==> src/rtl/rx_timer_pkg.sv <==
// rtl/rx_timer_pkg.sv - shared types and constants for the receiver bit timer
package rx_timer_pkg;

  typedef enum logic [1:0] {
    IDLE = 2'd0,
    RUN  = 2'd1,
    DONE = 2'd2,
    ERR  = 2'd3
  } timer_state_t;

  localparam logic MODE_END       = 1'b0;
  localparam logic MODE_MID       = 1'b1;
  localparam int   MIN_BIT_PERIOD = 2;

endpackage

==> src/rtl/rx_period_cnt.sv <==
// rtl/rx_period_cnt.sv - bit-period counter that runs 1..limit and wraps back to 1
module rx_period_cnt #(
  parameter int CNT_WIDTH = 14
) (
  input  logic                 clk,
  input  logic                 n_rst,
  input  logic                 clear,
  input  logic                 load,
  input  logic                 en,
  input  logic [CNT_WIDTH-1:0] limit,
  output logic [CNT_WIDTH-1:0] count,
  output logic                 wrap
);

  assign wrap = (count == limit);

  always_ff @(posedge clk or negedge n_rst) begin
    if (!n_rst) begin
      count <= '0;
    end else if (clear) begin
      count <= '0;
    end else if (load) begin
      count <= CNT_WIDTH'(1);
    end else if (en) begin
      count <= wrap ? CNT_WIDTH'(1) : count + CNT_WIDTH'(1);
    end
  end

endmodule

==> src/rtl/rx_bit_timer.sv <==
// rtl/rx_bit_timer.sv - packet bit timer issuing per-bit sample strobes and a done pulse
module rx_bit_timer
  import rx_timer_pkg::*;
#(
  parameter int CNT_WIDTH = 14,
  parameter int LEN_WIDTH = 4
) (
  input  logic                 clk,
  input  logic                 n_rst,
  input  logic                 enable_timer,
  input  logic [CNT_WIDTH-1:0] bit_period,
  input  logic [LEN_WIDTH-1:0] packet_bits,
  input  logic                 sample_mode,
  output logic                 shift_enable,
  output logic                 packet_done,
  output logic [LEN_WIDTH-1:0] bit_count,
  output logic                 busy,
  output logic                 cfg_error
);

  timer_state_t         state, state_d;
  logic [CNT_WIDTH-1:0] bp_q;
  logic [LEN_WIDTH-1:0] pb_q;
  logic                 mode_q;
  logic [CNT_WIDTH-1:0] clk_cnt;
  logic                 wrap;
  logic [LEN_WIDTH-1:0] bit_count_d;
  logic                 packet_done_d;
  logic                 cnt_clear, cnt_load, cnt_en;
  logic                 cfg_bad, start, hit, strobe, last_strobe;

  rx_period_cnt #(.CNT_WIDTH(CNT_WIDTH)) u_period_cnt (
    .clk   (clk),
    .n_rst (n_rst),
    .clear (cnt_clear),
    .load  (cnt_load),
    .en    (cnt_en),
    .limit (bp_q),
    .count (clk_cnt),
    .wrap  (wrap)
  );

  always_comb begin
    cfg_bad = (bit_period < CNT_WIDTH'(MIN_BIT_PERIOD)) || (packet_bits == '0);
    start   = (state == IDLE) && enable_timer;

    // End-of-bit sampling coincides with the counter wrap; mid-bit uses the floored half period.
    hit = 1'b0;
    case (mode_q)
      MODE_END: hit = wrap;
      MODE_MID: hit = (clk_cnt == (bp_q >> 1));
      default:  hit = 1'b0;
    endcase
    strobe      = (state == RUN) && hit;
    last_strobe = strobe && (bit_count == pb_q - LEN_WIDTH'(1));

    state_d       = state;
    bit_count_d   = bit_count;
    packet_done_d = 1'b0;
    cnt_clear     = 1'b1;
    cnt_load      = 1'b0;
    cnt_en        = 1'b0;

    case (state)
      IDLE: begin
        if (enable_timer) begin
          state_d     = cfg_bad ? ERR : RUN;
          bit_count_d = '0;
          cnt_clear   = cfg_bad;
          cnt_load    = !cfg_bad;
        end
      end
      RUN: begin
        if (!enable_timer) begin
          state_d     = IDLE;
          bit_count_d = '0;
        end else if (last_strobe) begin
          state_d       = DONE;
          bit_count_d   = pb_q;
          packet_done_d = 1'b1;
        end else begin
          cnt_clear = 1'b0;
          cnt_en    = 1'b1;
          if (strobe) bit_count_d = bit_count + LEN_WIDTH'(1);
        end
      end
      DONE: begin
        if (!enable_timer) begin
          state_d     = IDLE;
          bit_count_d = '0;
        end
      end
      ERR: begin
        if (!enable_timer) state_d = IDLE;
      end
      default: state_d = IDLE;
    endcase
  end

  always_ff @(posedge clk or negedge n_rst) begin
    if (!n_rst) begin
      state       <= IDLE;
      bit_count   <= '0;
      packet_done <= 1'b0;
      bp_q        <= '0;
      pb_q        <= '0;
      mode_q      <= 1'b0;
    end else begin
      state       <= state_d;
      bit_count   <= bit_count_d;
      packet_done <= packet_done_d;
      if (start) begin
        bp_q   <= bit_period;
        pb_q   <= packet_bits;
        mode_q <= sample_mode;
      end
    end
  end

  assign shift_enable = strobe;
  assign busy         = (state == RUN);
  assign cfg_error    = (state == ERR);

endmodule

==> config.mk <==
export PLATFORM = sky130hd
export DESIGN_NAME = rx_bit_timer
export DESIGN_NICKNAME = d
export VERILOG_FILES = /design/src/rtl/rx_timer_pkg.sv /design/src/rtl/rx_period_cnt.sv /design/src/rtl/rx_bit_timer.sv
export SDC_FILE = /design/constraint.sdc
export NUM_CORES = 1
export LEC_CHECK = 0
export BUFFER_PORTS_ARGS = -buffer_cell sky130_fd_sc_hd__buf_4
export CELL_PAD_IN_SITES_DETAIL_PLACEMENT = 0
export CELL_PAD_IN_SITES_GLOBAL_PLACEMENT = 1
export CORE_MARGIN = 2
export CORE_UTILIZATION = 35
export DETAILED_ROUTE_END_ITERATION = 7
export PLACE_DENSITY = 0.73
export SYNTH_ARGS = -nofsm -noshare
export SYNTH_HDL_FRONTEND = slang
export SYNTH_HIERARCHICAL = 1
export SYNTH_SLANG_ARGS = --single-unit
==> constraint.sdc <==
create_clock -name clk -period 4.25 [get_ports clk]
set_input_delay 0.85 -clock clk [delete_from_list [all_inputs] [get_ports clk]]
set_output_delay 0.85 -clock clk [all_outputs]
set_load 0.01 [all_outputs]
==> results of run 1 <==
==> per-stage QoR <==
stage / hold WS [ns] / setup slack (ns)
after floorplan: 0.501 / 1.12
after global placement: 0.515 / 0.809
after detailed placement: 0.521 / 0.718
after CTS: 0.536 / 0.694
after global routing: 0.558 / 0.395
final: 0.517 / 0.727
==> area by class of cell <==
type,count,area (µm²)
flip-flops and latches,40,1000
well taps,80,100
inverters,7,26.3
clock buffers,5,68.8
fillers,667,3900
multi-input cells,178,1370
clock inverters,3,42.5
repair buffers,32,240
==> path summary, 6_finish.rpt <==
check,depth (start not counted),end,startpoint,slack (ns)
max,13,u_period_cnt/count[6]$_DFFE_PN0P_,u_period_cnt/count[5]$_DFFE_PN0P_,0.73
min,1,pb_q[0]$_DFFE_PN0P_,n_rst,0.52
max reg2reg,13,u_period_cnt/count[6]$_DFFE_PN0P_,u_period_cnt/count[5]$_DFFE_PN0P_,0.73
min reg2reg,1,bp_q[0]$_DFFE_PN0P_,bp_q[0]$_DFFE_PN0P_,0.54
max in group asynchronous,1,bp_q[8]$_DFFE_PN0P_,n_rst,3.37
min in group clk,1,bp_q[0]$_DFFE_PN0P_,bp_q[0]$_DFFE_PN0P_,0.54
==> synthesized netlist by cell type (2+ instances only) <==
cell | count | area, µm²
sky130_fd_sc_hd__xnor2_1 | 18 | 158
sky130_fd_sc_hd__o41ai_1 | 2 | 17.5
sky130_fd_sc_hd__and2_1 | 3 | 18.8
sky130_fd_sc_hd__nor4_2 | 3 | 37.5
sky130_fd_sc_hd__o311ai_1 | 4 | 35.0
sky130_fd_sc_hd__nor4_1 | 3 | 18.8
sky130_fd_sc_hd__nand2b_1 | 4 | 25.0
sky130_fd_sc_hd__a41oi_1 | 3 | 26.3
sky130_fd_sc_hd__nor3_2 | 3 | 30.0
sky130_fd_sc_hd__a22oi_2 | 2 | 25.0
sky130_fd_sc_hd__nor3_1 | 11 | 55.1
sky130_fd_sc_hd__a22oi_1 | 2 | 15.0
sky130_fd_sc_hd__o31ai_1 | 6 | 45.0
sky130_fd_sc_hd__nor2b_1 | 4 | 25.0
sky130_fd_sc_hd__nand4_1 | 9 | 56.3
sky130_fd_sc_hd__ha_1 | 3 | 37.5
sky130_fd_sc_hd__nand3_1 | 5 | 25.0
sky130_fd_sc_hd__dfrtp_1 | 40 | 1000
sky130_fd_sc_hd__a31oi_1 | 2 | 12.5
sky130_fd_sc_hd__clkbuf_1 | 3 | 11.3
sky130_fd_sc_hd__nand2_1 | 18 | 67.6
sky130_fd_sc_hd__a21oi_1 | 3 | 15.0
sky130_fd_sc_hd__nor2_1 | 7 | 26.3
sky130_fd_sc_hd__buf_2 | 2 | 10.0
sky130_fd_sc_hd__o21ai_0 | 3 | 15.0
sky130_fd_sc_hd__mux2_2 | 18 | 203
sky130_fd_sc_hd__and3_1 | 2 | 12.5
sky130_fd_sc_hd__inv_1 | 7 | 26.3
sky130_fd_sc_hd__xor2_1 | 15 | 131
sky130_fd_sc_hd__a211o_1 | 2 | 17.5
==> per-layer routing <==
layer  part of all wire  global-route usage
met5                  0                   0
met4              0.010              0.0462
met3              0.023              0.0313
met2               0.45               0.233
met1               0.52               0.220
==> cell families (layout without fill, tap and decap cells) <==
family / count (synthesis) / in the layout
XOR/XNOR: 33 / 33
flip-flops: 40 / 40
AO/OA/AOI/OAI: 38 / 38
buffers and inverters: 13 / 47
adder cells (fa/ha/maj): 3 / 3
multiplexers: 19 / 19
AND/OR/NAND/NOR: 85 / 85
==> power breakdown <==
group	switching, mW	internal, mW	leakage (nW)
clock	0.142	0.174	0.0541
combinational	0.100	0.107	0.638
sequential	0.0469	0.421	0.513
==> flip-flops by register name, indices dropped and copies added (netlist names) <==
name	count
mode_q	1
state	2
bp_q	14
pb_q	4
u_period_cnt/count	14
bit_count	4
packet_done	1
==> summary.md, run 1 <==
The proportion of synthesized area in mux cells was 0.0876; the post-cts repair resize count was 0. For the final routed database, the setup TNS stands at 0 ns. The worst path needs 3.52 ns of the cycle, external delays included. The number of hold buffers added after CTS was 0.

Post-synthesis share of cell area spent on and, or, nand and nor gates: 0.218. The CTS root buffer was sky130_fd_sc_hd__clkbuf_8. The total count of hold-check failures in the final report is 0.

Kind of critical path: reg2reg. The logs give 0.172 mV for the largest vdd supply drop and 6760 µm² for the area of the placeable core. TritonCTS built the clock tree. The clock-pin transition on the worst setup and hold timing paths came out at 0.09 ns. The synthesized design contains 0 enable-type register cells. The power density over the cells came out at 347 nW/µm².

Excluding fillers, the count of instances in the completed layout stands at 345. The post-placement cell area is 2740 µm², and the number of standard cells after synthesis is 231. In the final routed layout, each cell accounts on average for 15.4 µm.

Buffers inserted during clock tree synthesis total 5. The clock net in this run drives a total of 40 sinks. The number of global-route vias before repair was 1825. In this run, the number of DRC markers left after iteration 0 of detailed routing was 72. Together, buffers and inverters on the worst path number 2. Count of antenna diodes in the layout: 0. Once detailed placement completed, the half-perimeter wirelength came to 3900 µm. By instance count, the cell type seen most on the critical path is sky130_fd_sc_hd__nor2_1.

The tools report the sum of overflow across all layers after global routing as 0. Power comes to 0.991 mW. The total routing resource utilization after global routing is 0.154, and the total of buffers placed on input and output ports is 29. The async set or reset register ratio after synthesis works out to 1.00. The die is 87.3 µm tall. For the worst setup skew after layout, the log shows 0.00804 ns. The maximum fanout along the worst path came out at 17. The fraction of synthesized cell area in xor and xnor cells is 0.119. The first detailed-routing pass ran for 4 iterations. The remaining max-slew budget at the tightest pin is 0.603, and the pin count of the biggest net entering global routing is 41.

The min-delay analysis places its worst path in the category in2async. Walking the worst path, the cells encountered are xor2_1 > nor4_2 > nand4_4 > inv_1 > nor2b_1 > o2111ai_1 > and3_4 > nor2_1 > nor2_1 > buf_4 > and3_1 > a22oi_1 > o31ai_1. Element type at the critical path start: a flip-flop.

The tools report the nature of the critical path endpoint as a flip-flop. The total standard cell area after synthesis came out at 2430 µm². Counting every net in the synthesized netlist gives 256. Maximum root-to-sink buffer count: 2.

The tools report the sequential-to-total area share from yosys stat as 0.412. Sum of routed wire length over all layers: 5320 µm. The number of antenna violations at the first check in global routing is 0, and the total via count after detailed routing is 1857. The final non-filler cell area is 2850 µm², and the routed via count divided by cell count is 5.38. The count of H-tree levels built during CTS is 2, and the compound-gate portion of the synthesized area is 0.124. The run gives 0 as the number of design rule violations left after detail routing. The portion of the clock cycle consumed by the worst path in the final layout was 0.829. Routability-driven placement finished with a final weighted congestion of 0.733. At the end of the flow, the number of nets in the layout was 289.

Summed over all cells, the static leakage comes to 1.21 nW. The floorplan die width came out at 87.3 µm. Max-cap violations in this run came to 0. The area growth from synthesis to layout is 17.5%. The run gives 6 as the number of warning messages in the yosys log. Setup repair after global routing left no endpoint under its margin. The flow ran to the end, and the final reports show no timing, DRC or antenna violations. STA puts the critical path data required time at 4.43 ns. The count of buffers added by post-CTS timing repair for setup came out at 0. Timing would allow up to 284 MHz. Commonest non-fill, non-tap cell in the layout: sky130_fd_sc_hd__dfrtp_1.

In the layout the commonest cells are 40 x sky130_fd_sc_hd__dfrtp_1, 32 x sky130_fd_sc_hd__buf_4, 18 x sky130_fd_sc_hd__xnor2_1, 18 x sky130_fd_sc_hd__mux2_2, 18 x sky130_fd_sc_hd__nand2_1. The tools report the floorplan die area as 7620 µm². STA puts the critical path data arrival time at 3.70 ns. The worst stage delay on the critical path is 0.48 ns.

The largest family of logic cells by synthesized area was simple AND/OR/NAND/NOR gates. For the max-slew violation count, the log shows 0. The clock reaches the later pin of the worst-skew pair after 0.30 ns. The run gives 0 as the final antenna-violating net count. The final core utilization is 0.422, and the count of state elements after synthesis is 40. The number of placed instances, taps included, is 337.

The post-synthesis area per instance works out to 10.5 µm². The cell family with the largest share of critical-path delay was simple AND/OR/NAND/NOR gates. After floorplanning, the core was divided into 30 placement rows.

The starting utilization of the core area was 0.359; the boundary pin count was 30. The first-pass GRT wire length was 9110 µm; the transition time of the tightest slew-check pin was 0.589 ns. The number of different library cells used by synthesis comes to 54. The fraction of layout cells with a size suffix above 1 is 0.275. Synthesized-area fraction occupied by adder cells: 0.0155. Most instantiated flip-flop cell in the synthesis netlist: sky130_fd_sc_hd__dfrtp_1.

The largest individual stage delay along the critical path comes from the cell sky130_fd_sc_hd__dfrtp_1. Setup violations remaining at the end of the flow were counted as 0.
No activity file was read; power rests on OpenSTA's default activity.
==> run 2, diff against run 1 <==
==> constraint.sdc (replaced) <==
create_clock -name clk -period 3.7 [get_ports clk]
set_input_delay 0.74 -clock clk [delete_from_list [all_inputs] [get_ports clk]]
set_output_delay 0.74 -clock clk [all_outputs]
set_load 0.01 [all_outputs]
==> run 2 against run 1 <==
  * Clock skew rose by 0.0026 ns
  * Register-to-register slack got worse by 0.37 ns
  * Critical endpoint is now u_period_cnt/count[4]$_DFFE_PN0P_
  * Utilization rose by 0.44 points
  * Highest routed layer unchanged
  * Wire length rose by 4.1%
  * Total power rose by 18%
  * First-iteration DRC count rose by 17%
  * Critical path type unchanged
  * Sequential share of layout area fell by 0.37 points
  * Largest cell class unchanged
  * Fmax rose by 5.5%
  * Global-route usage rose by 0.88 points
  * Sequential power rose by 15%
==> summary.md, run 2 (same netlist as run 1, synthesis figures left out) <==
The run finished with clean final reports. Setup repair after global routing left no endpoint under its margin. The number of antenna violations at the first check in global routing came out at 0 (unchanged). Leading cell types in the layout, fill and taps excluded: 40 x sky130_fd_sc_hd__dfrtp_1, 34 x sky130_fd_sc_hd__buf_4, 18 x sky130_fd_sc_hd__xnor2_1, 18 x sky130_fd_sc_hd__mux2_2, 18 x sky130_fd_sc_hd__nand2_1 (was 40 x sky130_fd_sc_hd__dfrtp_1, 32 x sky130_fd_sc_hd__buf_4, 18 x sky130_fd_sc_hd__xnor2_1, 18 x sky130_fd_sc_hd__mux2_2, 18 x sky130_fd_sc_hd__nand2_1).

The boundary pin count is 30 (unchanged). For the largest vdd supply drop, the log shows 0.194 mV (was 0.172 mV). Clock-pin transition on the worst setup and hold timing paths: 0.09 ns (about the same).

The depth of the worst register-to-register path works out to 11 (was 13). The tools report the post-cts repair resize count as 0 (unchanged). The worst min-delay path class was in2async (unchanged). For the worst setup skew after layout, the log shows 0.0106 ns (was 0.00804 ns).

The max-slew violation count is 0 (unchanged), and the power density over the cells is 407 nW/µm² (was 347 nW/µm²). The relative area change from synthesis to final layout was 18.7% (was 17.5%). The upper clock frequency limit is 300 MHz (was 284 MHz), and the total routing resource utilization after global routing is 0.162 (was 0.154). The number of buffers created by CTS is 5 (unchanged). The commonest non-fill, non-tap cell in the layout was sky130_fd_sc_hd__dfrtp_1 (unchanged). The run gives 2 (unchanged) as the count of H-tree levels built during CTS. The number of iterations in the first detailed-routing pass was 4 (unchanged). The run gives 0.756 (was 0.733) as the routability congestion estimate.

The logs give 2 (unchanged) for the maximum root-to-sink buffer count and 0 (unchanged) for the count of buffers added by post-CTS timing repair for setup. For the number of violations of the max-capacitance limit, the log shows 0 (unchanged). The run gives 0 ns (unchanged) as the final total negative setup slack. The sum of overflow across all layers after global routing was 0 (unchanged).

The number of nets in the finished design came out at 291 (was 289). The post-cts hold buffer count was 0 (unchanged); the count of antenna diodes in the layout was 0 (unchanged). TritonCTS built the clock tree.

The logs give 1925 (was 1825) for the number of global-route vias before repair and 6760 µm² (unchanged) for the area of the placeable core. Number of design rule violations left after detail routing: 0 (unchanged). The tools report the nature of the critical path endpoint as a flip-flop (unchanged). The worst hold slack across all endpoints came out at 0.418 ns (was 0.517 ns). Critical path startpoint: u_period_cnt/count[5]$_DFFE_PN0P_ (unchanged). The tools report the starting utilization of the core area as 0.359 (unchanged). The worst-case register-to-register setup slack was 0.36 ns (was 0.73 ns). The startpoint of the most critical register-to-register path was u_period_cnt/count[5]$_DFFE_PN0P_ (unchanged). The total of buffers placed on input and output ports is 29 (unchanged), and the sum of routed wire length over all layers is 5540 µm (was 5320 µm). The number of failing setup endpoints in the final timing report is 0 (unchanged), and the maximum fanout along the worst path is 8 (was 17). The number of design-rule violations left by the first detailed-router iteration was 84 (was 72).

The tools report the capture point of the worst reg-to-reg path as u_period_cnt/count[4]$_DFFE_PN0P_ (was u_period_cnt/count[6]$_DFFE_PN0P_). The run gives 1887 (was 1857) as the total via count after detailed routing. The floorplan die width is 87.3 µm (unchanged), and the vertical die dimension is 87.3 µm (unchanged).

Largest registers in the final layout: bp_q x14, u_period_cnt/count x14 (unchanged). The remaining max-slew budget at the tightest pin came out at 0.333 (was 0.603). The run gives 40 (unchanged) as the TritonCTS sink count.

For the post-detailed-placement half-perimeter wirelength, the log shows 4030 µm (was 3900 µm). The kind of critical path is reg2reg (unchanged). The time the final worst path needs with I/O delays and setup was 3.34 ns (was 3.52 ns).

For the floorplan die area, the log shows 7620 µm² (unchanged). First-pass GRT wire length: 9680 µm (was 9110 µm). The run gives 0 (unchanged) as the final antenna-violating net count.

The count of fill cells added during filler insertion was 672 (was 667). The transition time of the tightest slew-check pin came out at 0.993 ns (was 0.589 ns). The element type at the critical path start is a flip-flop (unchanged). The post-detailed-route wirelength per cell was 16.0 µm (was 15.4 µm). The logs give 3.89 ns (was 4.43 ns) for the endpoint required time on the critical path and 3.53 ns (was 3.70 ns) for the endpoint arrival time on the critical path.

The post-route total power is 1.17 mW (was 0.991 mW), and the fraction of layout cells with a size suffix above 1 is 0.281 (was 0.275). The timing endpoint of the critical path is u_period_cnt/count[4]$_DFFE_PN0P_ (was u_period_cnt/count[6]$_DFFE_PN0P_). Total count of hold-check failures in the final report: 0 (unchanged). The clock network latency to the later pin of the worst-skew pair was 0.30 ns (about the same); the portion of the clock cycle consumed by the worst path in the final layout was 0.902 (was 0.829). CTS root buffer: sky130_fd_sc_hd__clkbuf_8 (unchanged). The pin count of the biggest net entering global routing came out at 41 (unchanged). The routed via count divided by cell count came out at 5.44 (was 5.38).

The tools report the placement row count as 30 (unchanged). The static leakage was 1.22 nW (was 1.21 nW).
==> run 2: cell type report <==
cell class              instances  area [µm²]  area share
inverters                       7        26.3     0.00911
clock inverters                 1        30.0      0.0104
flip-flops and latches         40        1000       0.347
repair buffers                 34         255      0.0885
clock buffers                   7        96.3      0.0334
well taps                      80         100      0.0347
multi-input cells             178        1370       0.477
==> run 2: worst max-delay path, cell delays in order (launching register included) <==
cell and delay [ns]:
sky130_fd_sc_hd__dfrtp_1 0.49, sky130_fd_sc_hd__xor2_1 0.21, sky130_fd_sc_hd__nor4_2 0.41, sky130_fd_sc_hd__nand4_4 0.13, sky130_fd_sc_hd__inv_1 0.07, sky130_fd_sc_hd__nor2b_1 0.28, sky130_fd_sc_hd__o2111ai_1 0.19, sky130_fd_sc_hd__and3_4 0.25
sky130_fd_sc_hd__nor3_1 0.76, sky130_fd_sc_hd__buf_4 0.28, sky130_fd_sc_hd__nand2_1 0.06, sky130_fd_sc_hd__o311ai_1 0.09
==> run 2: per-layer routing <==
| layer | vias up | share of wire | track usage |
|---|---|---|---|
| li1 | 935 | - | - |
| met1 | 920 | 0.48 | 0.218 |
| met2 | 30 | 0.48 | 0.264 |
| met3 | 2 | 0.029 | 0.0294 |
| met4 | 0 | 0.0069 | 0.0545 |
| met5 | - | 0 | 0 |
==> run 2: worst min-delay path by stage <==
| stage | depth (start not counted) | to | startpoint |
|---|---|---|---|
| 3_5_place_dp | 1 | bp_q[0]$_DFFE_PN0P_ | bp_q[0]$_DFFE_PN0P_ |
| 3_3_place_gp | 1 | bp_q[0]$_DFFE_PN0P_ | bp_q[0]$_DFFE_PN0P_ |
| 5_1_grt | 1 | bit_count[3]$_DFFE_PN0P_ | n_rst |
| 4_1_cts | 1 | bit_count[3]$_DFFE_PN0P_ | n_rst |
| 6_report | 1 | bit_count[3]$_DFFE_PN0P_ | n_rst |
| 2_1_floorplan | 0 | bit_count[0]$_DFFE_PN0P_ | n_rst |
==> run 2: through the flow <==
| stage | setup slack [ns] | cells | area [µm²] | utilization |
|---|---|---|---|---|
| after floorplan | 0.575 | 231 | 2430 | - |
| after global placement | 0.442 | 339 | 2760 | 0.408 |
| after detailed placement | 0.402 | 339 | 2760 | 0.408 |
| after CTS | 0.369 | 347 | 2880 | 0.427 |
| after global routing | 0.165 | 347 | 2880 | 0.427 |
| final | 0.361 | 347 | 2880 | 0.427 |
==> run 2: power breakdown <==
part / total, mW / internal (mW) / leakage (nW) / switching [mW]
Sequential: 0.537 / 0.483 / 0.513 / 0.0535
Clock: 0.398 / 0.238 / 0.0645 / 0.160
Combinational: 0.239 / 0.123 / 0.646 / 0.116
==> run 3, diff against run 2 <==
--- a/config.mk
+++ b/config.mk
@@ -8,10 +8,10 @@
 export BUFFER_PORTS_ARGS = -buffer_cell sky130_fd_sc_hd__buf_4
 export CELL_PAD_IN_SITES_DETAIL_PLACEMENT = 0
 export CELL_PAD_IN_SITES_GLOBAL_PLACEMENT = 1
-export CORE_MARGIN = 2
+export CORE_MARGIN = 5
 export CORE_UTILIZATION = 35
 export DETAILED_ROUTE_END_ITERATION = 7
-export PLACE_DENSITY = 0.73
+export PLACE_DENSITY = 0.66
 export SYNTH_ARGS = -nofsm -noshare
 export SYNTH_HDL_FRONTEND = slang
 export SYNTH_HIERARCHICAL = 1
==> run 3 against run 2 <==
  * Utilization decreased by 0.20 points
  * Sequential share of layout area increased by 0.17 points
  * Clock power down 24%
  * Worst setup slack improved by 0.071 ns
  * Global-route usage is 1.7 points lower
  * Largest cell class unchanged
==> summary.md, run 3 (same netlist as run 1, synthesis figures left out) <==
The tools report the element type at the critical path start as a flip-flop (unchanged). The count of H-tree levels built during CTS is 2 (unchanged), and the final antenna-violating net count is 0 (unchanged). The final worst setup slack was 0.432 ns (was 0.361 ns); the remaining max-slew budget at the tightest pin was 0.330 (was 0.333). The logs give 8700 µm² (was 7620 µm²) for the floorplan die area and 0 (unchanged) for the post-cts hold buffer count. The starting utilization of the core area is 0.359 (unchanged).

The tools report the critical path startpoint as u_period_cnt/count[11]$_DFFE_PN0P_ (was u_period_cnt/count[5]$_DFFE_PN0P_). The count of antenna diodes in the layout is 0 (unchanged). The portion of the clock cycle consumed by the worst path in the final layout came out at 0.883 (was 0.902).

Largest registers in the final layout: bp_q x14, u_period_cnt/count x14 (unchanged). The TritonCTS sink count came out at 40 (unchanged). The clock network latency to the later pin of the worst-skew pair is 0.29 ns (was 0.30 ns). The total via count after detailed routing is 1900 (was 1887), and the fraction of layout cells with a size suffix above 1 is 0.281 (about the same). The cell with the biggest individual delay on the critical path was sky130_fd_sc_hd__nor3_1 (unchanged). Transition time of the tightest slew-check pin: 0.997 ns (was 0.993 ns). The number of nets in the finished design came out at 294 (was 291). TritonCTS built the clock tree. The boundary pin count was 30 (unchanged); the clock-pin transition on the worst setup and hold timing paths was 0.08 ns (was 0.09 ns).

The run gives 75 (was 84) as the number of design-rule violations left by the first detailed-router iteration. The startpoint of the most critical register-to-register path is u_period_cnt/count[11]$_DFFE_PN0P_ (was u_period_cnt/count[5]$_DFFE_PN0P_). The number of iterations in the first detailed-routing pass is 4 (unchanged), and the maximum fanout along the worst path is 8 (unchanged).

The tools report the post-detailed-placement half-perimeter wirelength as 4360 µm (was 4030 µm). The area of the placeable core was 6760 µm² (unchanged); the endpoint arrival time on the critical path was 3.46 ns (was 3.53 ns). The largest vdd supply drop was 0.206 mV (was 0.194 mV); the number of antenna violations at the first check in global routing was 0 (unchanged).

The sum of overflow across all layers after global routing was 0 (unchanged). The total count of hold-check failures in the final report is 0 (unchanged). Setup repair after global routing left no endpoint under its margin.

The number of failing setup endpoints in the final timing report is 0 (unchanged). The count of placed standard cells in the final layout, fillers left out is 350 (was 347), and the endpoint required time on the critical path is 3.90 ns (was 3.89 ns). The power density over the cells was 377 nW/µm² (was 407 nW/µm²). The routed via count divided by cell count came out at 5.43 (was 5.44). The run gives 0 (unchanged) as the post-cts repair resize count. The maximum root-to-sink buffer count was 2 (unchanged); the number of buffer and inverter stages on the critical path was 2 (unchanged). The total routing resource utilization after global routing was 0.146 (was 0.162); the relative area change from synthesis to final layout was 18.1% (was 18.7%). The nature of the critical path endpoint was a flip-flop (unchanged). The worst setup skew after layout is 0.00806 ns (was 0.0106 ns). The static leakage came out at 1.22 nW (about the same). The final non-filler cell area came out at 2870 µm² (was 2880 µm²).

Number of buffers created by CTS: 5 (unchanged). Leading cell types in the layout, fill and taps excluded: 40 x sky130_fd_sc_hd__dfrtp_1, 37 x sky130_fd_sc_hd__buf_4, 18 x sky130_fd_sc_hd__xnor2_1, 18 x sky130_fd_sc_hd__mux2_2, 18 x sky130_fd_sc_hd__nand2_1 (was 40 x sky130_fd_sc_hd__dfrtp_1, 34 x sky130_fd_sc_hd__buf_4, 18 x sky130_fd_sc_hd__xnor2_1, 18 x sky130_fd_sc_hd__mux2_2, 18 x sky130_fd_sc_hd__nand2_1). The tools report the CTS root buffer as sky130_fd_sc_hd__clkbuf_8 (unchanged). Worst min-delay path class: in2async (unchanged). The placement-stage worst setup slack was 0.426 ns (was 0.402 ns).

The tools report the routability congestion estimate as 0.774 (was 0.756). For the first-pass GRT wire length, the log shows 9890 µm (was 9680 µm). The number of cells in the design after placement was 342 (was 339); the vertical die dimension was 93.3 µm (was 87.3 µm). CP Cell Sequence: xor2_1 > nor4_2 > nand4_4 > inv_1 > nor2b_1 > o2111ai_1 > and3_4 > nor3_1 > buf_4 > a22oi_1 > o31ai_1 (was xor2_1 > nor4_2 > nand4_4 > inv_1 > nor2b_1 > o2111ai_1 > and3_4 > nor3_1 > buf_4 > nand2_1 > o311ai_1). The floorplan die width was 93.3 µm (was 87.3 µm); the final total negative setup slack was 0 ns (unchanged). The worst stage delay on the critical path is 0.77 ns (was 0.76 ns), and the pin count of the biggest net entering global routing is 41 (unchanged). The cell family with the largest share of critical-path delay was simple AND/OR/NAND/NOR gates (unchanged). The logs give 306 MHz (was 300 MHz) for the upper clock frequency limit and 5750 µm (was 5540 µm) for the sum of routed wire length over all layers. The run finished with clean final reports. The time the final worst path needs with I/O delays and setup is 3.27 ns (was 3.34 ns), and the number of violations of the max-capacitance limit is 0 (unchanged). Commonest non-fill, non-tap cell in the layout: sky130_fd_sc_hd__dfrtp_1 (unchanged). The post-detailed-route wirelength per cell was 16.4 µm (was 16.0 µm).

Kind of critical path: reg2reg (unchanged). The total of buffers placed on input and output ports was 29 (unchanged); the post-placement cell area was 2780 µm² (was 2760 µm²). The logs give 0.425 (was 0.427) for the final core utilization and 0 (unchanged) for the number of design rule violations left after detail routing. The number of global-route vias before repair is 1933 (was 1925), and the count of buffers added by post-CTS timing repair for setup is 0 (unchanged). The max-slew violation count was 0 (unchanged). The placement row count came out at 30 (unchanged).
-- run 3: final timing paths --
check                                                    endpoint  slack (ns)  cells after the start
worst max-delay path            u_period_cnt/count[6]$_DFFE_PN0P_        0.43                     11
worst min-delay path                          pb_q[0]$_DFFE_PN0P_        0.41                      1
worst max register to register  u_period_cnt/count[6]$_DFFE_PN0P_        0.43                     11
worst min register to register                pb_q[3]$_DFFE_PN0P_        0.55                      1
max in group asynchronous       u_period_cnt/count[9]$_DFFE_PN0P_        2.93                      1
min in group clk                              pb_q[3]$_DFFE_PN0P_        0.55                      1
-- run 3: layer usage --
layer,global-route usage,wire [µm],part of all wire
met1,0.200,2740,0.48
met2,0.235,2750,0.48
met3,0.0249,177,0.031
met4,0.0440,79,0.014
met5,0,0,0
-- run 3: report_power, final --
| part | leakage, nW | switching, mW | total, mW | internal, mW |
|---|---|---|---|---|
| Clock | 0.0455 | 0.149 | 0.301 | 0.152 |
| Combinational | 0.662 | 0.117 | 0.241 | 0.125 |
| Sequential | 0.513 | 0.0551 | 0.538 | 0.483 |
-- run 3: per-stage QoR --
stage                     hold WS (ns)  power, mW
after floorplan                  0.444      0.710
after global placement           0.536      0.789
after detailed placement         0.534      0.791
after CTS                        0.432       1.09
after global routing             0.461       1.15
final                            0.414       1.08
-- run 3: layout make-up --
class / count / area [µm²]
Fill cell: 661 / 3890
Multi-Input combinational cell: 178 / 1370
Sequential cell: 40 / 1000
Timing Repair Buffer: 37 / 278
Tap cell: 80 / 100
Clock buffer: 8 / 90.1
Inverter: 7 / 26.3
-- run 3: worst register-to-register path, cell delays in order, from the launching register on --
cell                        delay (ns)
sky130_fd_sc_hd__dfrtp_1          0.47
sky130_fd_sc_hd__xor2_1           0.21
sky130_fd_sc_hd__nor4_2           0.40
sky130_fd_sc_hd__nand4_4          0.12
sky130_fd_sc_hd__inv_1            0.07
sky130_fd_sc_hd__nor2b_1          0.27
sky130_fd_sc_hd__o2111ai_1        0.20
sky130_fd_sc_hd__and3_4           0.26
sky130_fd_sc_hd__nor3_1           0.77
sky130_fd_sc_hd__buf_4            0.25
sky130_fd_sc_hd__a22oi_1          0.08
sky130_fd_sc_hd__o31ai_1          0.08
